## config.mk

```make
export PLATFORM = sky130hd
export DESIGN_NAME = add_round_key_pipe
export DESIGN_NICKNAME = d
export VERILOG_FILES = /design/src/rtl/add_round_key_pipe.sv
export SDC_FILE = /design/constraint.sdc
export NUM_CORES = 2
export LEC_CHECK = 0
export BUFFER_PORTS_ARGS = -buffer_cell sky130_fd_sc_hd__buf_2
export CORE_ASPECT_RATIO = 0.7
export CORE_MARGIN = 2
export CORE_UTILIZATION = 40
export CTS_BUF_LIST = sky130_fd_sc_hd__clkbuf_16
export DETAILED_ROUTE_END_ITERATION = 12
export PLACE_DENSITY = 0.65
export SLEW_MARGIN = 20
export SYNTH_ARGS = -nofsm -noshare
export SYNTH_HDL_FRONTEND = slang
export SYNTH_SLANG_ARGS = --single-unit
```

## constraint.sdc

```tcl
create_clock -name clk -period 42.4 [get_ports clk]
set_clock_uncertainty 0.1 [all_clocks]
set_input_delay 12.72 -clock clk [delete_from_list [all_inputs] [get_ports clk]]
set_output_delay 12.72 -clock clk [all_outputs]
set_load 0.05 [all_outputs]
```

## src/rtl/add_round_key_pipe.sv

```systemverilog
// Registered AddRoundKey stage: a small round-key bank with write bypass, selected by
// logical round (optionally reversed), XORed into the state behind a valid/ready output register.
module add_round_key_pipe #(
  parameter int DATA_W   = 128,
  parameter int NUM_KEYS = 11,
  parameter int IDX_W    = 4,
  parameter int REVERSE  = 0
) (
  input  logic              clk,
  input  logic              reset,
  input  logic              key_wr_en,
  input  logic [IDX_W-1:0]  key_wr_idx,
  input  logic [DATA_W-1:0] key_wr_data,
  input  logic              key_clear,
  output logic              keys_loaded,
  input  logic              in_valid,
  output logic              in_ready,
  input  logic [DATA_W-1:0] in_state,
  input  logic [IDX_W-1:0]  in_round,
  output logic              out_valid,
  input  logic              out_ready,
  output logic [DATA_W-1:0] out_state,
  output logic [IDX_W-1:0]  out_round,
  output logic              out_err
);

  localparam logic [IDX_W:0]   NUM_KEYS_W = (IDX_W+1)'(NUM_KEYS);
  localparam logic [IDX_W-1:0] LAST_IDX   = IDX_W'(NUM_KEYS - 1);

  logic [DATA_W-1:0]   key_mem_q [NUM_KEYS];
  logic [NUM_KEYS-1:0] key_valid_q;
  logic [NUM_KEYS-1:0] key_valid_d;
  logic                keys_loaded_q;

  logic                out_valid_q;
  logic [DATA_W-1:0]   out_state_q;
  logic [DATA_W-1:0]   out_state_d;
  logic [IDX_W-1:0]    out_round_q;
  logic                out_err_q;
  logic                out_err_d;

  logic                wr_in_range;
  logic                wr_commit;
  logic                round_in_range;
  logic [IDX_W-1:0]    eff_idx;
  logic [DATA_W-1:0]   bank_key;
  logic                bank_valid;
  logic                bypass_hit;
  logic [DATA_W-1:0]   sel_key;
  logic                key_hit;
  logic                accept;

  // A clear in the same cycle as a write wins, so the write never commits.
  assign wr_in_range    = {1'b0, key_wr_idx} < NUM_KEYS_W;
  assign wr_commit      = key_wr_en && wr_in_range && !key_clear;
  assign round_in_range = {1'b0, in_round} < NUM_KEYS_W;
  assign eff_idx        = (REVERSE != 0) ? (LAST_IDX - in_round) : in_round;

  always_comb begin
    bank_key   = '0;
    bank_valid = 1'b0;
    for (int k = 0; k < NUM_KEYS; k++) begin
      if (eff_idx == IDX_W'(k)) begin
        bank_key   = key_mem_q[k];
        bank_valid = key_valid_q[k];
      end
    end
  end

  // Lookup sees the bank as it will be after this cycle's update.
  assign bypass_hit = wr_commit && (key_wr_idx == eff_idx);
  assign sel_key    = bypass_hit ? key_wr_data : bank_key;
  assign key_hit    = round_in_range && !key_clear && (bypass_hit || bank_valid);

  assign out_state_d = key_hit ? (in_state ^ sel_key) : in_state;
  assign out_err_d   = !key_hit;

  generate
    for (genvar gi = 0; gi < NUM_KEYS; gi++) begin : g_valid
      assign key_valid_d[gi] = !key_clear &&
                               (key_valid_q[gi] || (wr_commit && key_wr_idx == IDX_W'(gi)));
    end
  endgenerate

  // Key data is deliberately left unreset; only the valid vector gates its use.
  always_ff @(posedge clk) begin
    if (!reset && wr_commit) begin
      for (int k = 0; k < NUM_KEYS; k++) begin
        if (key_wr_idx == IDX_W'(k)) key_mem_q[k] <= key_wr_data;
      end
    end
  end

  assign in_ready = !out_valid_q || out_ready;
  assign accept   = in_valid && in_ready;

  always_ff @(posedge clk) begin
    if (reset) begin
      key_valid_q   <= '0;
      keys_loaded_q <= 1'b0;
      out_valid_q   <= 1'b0;
      out_state_q   <= '0;
      out_round_q   <= '0;
      out_err_q     <= 1'b0;
    end else begin
      key_valid_q   <= key_valid_d;
      keys_loaded_q <= &key_valid_d;
      if (accept) begin
        out_valid_q <= 1'b1;
        out_state_q <= out_state_d;
        out_round_q <= in_round;
        out_err_q   <= out_err_d;
      end else if (out_ready) begin
        out_valid_q <= 1'b0;
      end
    end
  end

  assign keys_loaded = keys_loaded_q;
  assign out_valid   = out_valid_q;
  assign out_state   = out_state_q;
  assign out_round   = out_round_q;
  assign out_err     = out_err_q;

endmodule
```

==> results.toml <==
[synth]
synth_edf_count = 1408
syn-instance-count = 4606
ys_warn_count = 0
synth_flop_cell = "edfxtp_1"
yosysSeqAreaShare_pct = 70.9
synth-seq-cells = 1554
syn_nets = 4876
syn_avg_cell_area_sq_um = 13.8
yosys.cell_types.count = 81
ys_async_sr_fraction_pct = 0
synth_area_sq_mm = 0.0638

[placement]
numPortBuffers = 405
dp_hpwl_um = 108000
place_area_sq_mm = 0.0677
place.gp.congestion = 0.787

[worst_hold_path]
hold_path.class = "reg -> reg"
hold_depth = 2
hold_start = "out_state[88]$_SDFFE_PP0P_"

[layout]
layout_common_cells = "1408 x edfxtp_1, 535 x a21oi_1, 401 x buf_2"
postLayoutCellArea_sq_mm = 0.0727
drive_above_1_share_pct = 16.3
areaGrowthSynthToFinish_pct = 14.0
nFillCells = 13847
fin_util_pct = 46.0
final_common_cell = "edfxtp_1"
nNetsFinal = 5139

[critical_path]
worst_setup_path_end_kind = "primary output"
crit_type = "in -> out"
rr_worst_depth = 9
cp-startpoint = "out_ready"
critical_path.startpoint_type = "primary input"
cp_max_fo = 4
arrival_ns = 13.22
crit_required_ns = 29.58
timing.rr.start = "key_valid_q[6]$_SDFF_PP0_"

[route]
vias = 43763
initialDrtViolationCount = 4885
wl_um = 197000
drc_errors = 0
ant_nets = 0
wire_per_inst_um = 27.7
viasPerCell = 6.15
firstDrtPassIters = 6

[power_and_ir_drop]
p_switching_mw = 0.820
leakage_nw = 23.8
p_seq_share_pct = 51.0
internal_power_mw = 2.51
powerDensity_mw_per_mm2 = 45.8
p_clk_share_pct = 40.9
combPwrFrac_pct = 8.1
max-vdd-ir-drop_v = 0.0000396
swShare_pct = 24.6
power_mw = 3.33

[die]
core_sq_mm = 0.158
num_rows = 122
die-height_um = 338
die_w_um = 481
start_util_pct = 40.3
die-area_sq_mm = 0.163
ios = 406

[timing]
drv_slew = 0
finalCriticalPeriod_ns = 26.04
final-setup-viol-count = 0
max_freq_ghz = 0.0384
hold_viol = 0
max_slew_margin_pct = 23.7
worst_slew_pin_slew_ns = 1.14
min_period_over_period_pct = 61.4
tns_ns = 0
rsz0062_at_grt = "false"

[clocking]
cts_resized = 0
post_cts_buffers = 0
clock_latency_ns = 0.83
max-clock-path-buffers = 3
cts-buffers-inserted = 154
cts.clk_slew.worst_paths_ns = 0.06
clkSinkCount = 1554
root_buffer = "clkbuf_16"
cts_tree = "built"
h-tree-depth = 4
ctsHoldBuffers = 0

[grt]
grtUsageMet2_pct = 35.2
grt_pass1_vias = 41335
gr-usage-met1_pct = 34.9
grt_overflow = 0
global_route.usage.met3_pct = 4.92
antenna_found_initial = 33
grt_most_used_layer = "met2"
grt_usage_pct = 23.6
grt_max_degree = 136
grt_pass1_wl_um = 285000

[flow_run]
maxCapViolations = 0

[outcome]
status = "complete, no violations"
## layer usage
metal | wire [um] | up-vias
met1 | 85200 | 22093
met4 | 3930 | 30
met5 | 198 | -
met3 | 20000 | 288
li1 | - | 19069
met2 | 87900 | 2283
## synth_stat cells (13+ instances only)
cell type / count / area (sq um)
edfxtp_1: 1408 / 42300
a21oi_1: 536 / 2680
nor2_1: 323 / 1210
clkbuf_1: 237 / 890
o21ai_0: 200 / 1000
nand2_1: 156 / 586
dfxtp_1: 146 / 2920
nand3_1: 130 / 651
buf_2: 117 / 586
o22ai_1: 110 / 688
a22oi_1: 90 / 676
o221ai_1: 90 / 788
a32oi_1: 82 / 718
nand4_1: 82 / 513
and3_1: 74 / 463
mux2i_1: 69 / 691
o41a_1: 67 / 754
or4_1: 67 / 503
o32a_1: 57 / 571
a221oi_1: 50 / 438
a211oi_1: 34 / 255
a22o_1: 34 / 298
xnor2_1: 34 / 298
o211ai_1: 32 / 240
mux2_2: 30 / 338
and2_1: 22 / 138
nor3_1: 22 / 110
o21bai_1: 21 / 158
o2bb2ai_1: 20 / 175
a311oi_1: 19 / 166
buf_1: 17 / 63.8
a221o_1: 16 / 160
nand2b_1: 16 / 100
a31oi_1: 15 / 93.8
buf_4: 15 / 113
xor2_1: 15 / 131
a21o_1: 13 / 97.6
## critical path, cell delays in order
cell      delay [ns]
buf_2           0.07
nand2b_1        0.15
buf_2           0.28
## flip-flops by register name, indices dropped and copies added (netlist names)
| register | count |
|---|---|
| key_mem_q | 1408 |
| out_state | 128 |
| key_valid_q | 11 |
| out_round | 4 |
| keys_loaded | 1 |
| out_err | 1 |
| out_valid | 1 |
## stage by stage
stage                     worst slack (ns)  std cells  hold WS, ns
after floorplan                      15.83       4606        0.356
after global placement               16.36       6819        0.329
after detailed placement             16.35       6820        0.338
after CTS                            16.35       7105        0.347
after global routing                 16.33       7110        0.372
final                                16.36       7116        0.345
## final timing paths
check / slack (ns) / to
max: 16.36 / in_ready
min: 0.35 / out_state[88]$_SDFFE_PP0P_
max reg2reg: 37.81 / out_state[93]$_SDFFE_PP0P_
min reg2reg: 0.35 / out_state[88]$_SDFFE_PP0P_
## power by group through the flow
stage	sequential (mW)	clock [mW]	combinational, mW
after CTS	1.70	1.38	0.268
final	1.70	1.36	0.269
after global routing	1.70	1.44	0.287
after detailed placement	1.73	0	0.267
after global placement	1.73	0	0.262
after floorplan	1.77	0	0.119
## cells by family (layout without fill, tap and decap cells)
kind of cell,count (synthesis),in the layout,share of synthesized area [%]
flops,1554,1554,70.9
compound gates,1546,1546,16.5
simple gates,949,949,7.41
buf+inv,405,797,2.83
mux,103,103,1.75
xor+xnor,49,49,0.673
other cells,0,10,0
## layout make-up
class                      instances  area [sq um]  area share [%]
antenna                           10          25.0          0.0344
clock inverter                   130          1120            1.54
tap                             2108          2640            3.63
clock buffer                     155          3880            5.33
sequential                      1554         45200            62.1
timing repair buffer             504          2870            3.94
multi-input combinational       2647         17000            23.3
inverter                           8          37.5          0.0516
Note: power is estimated with default switching activity, not from simulation.
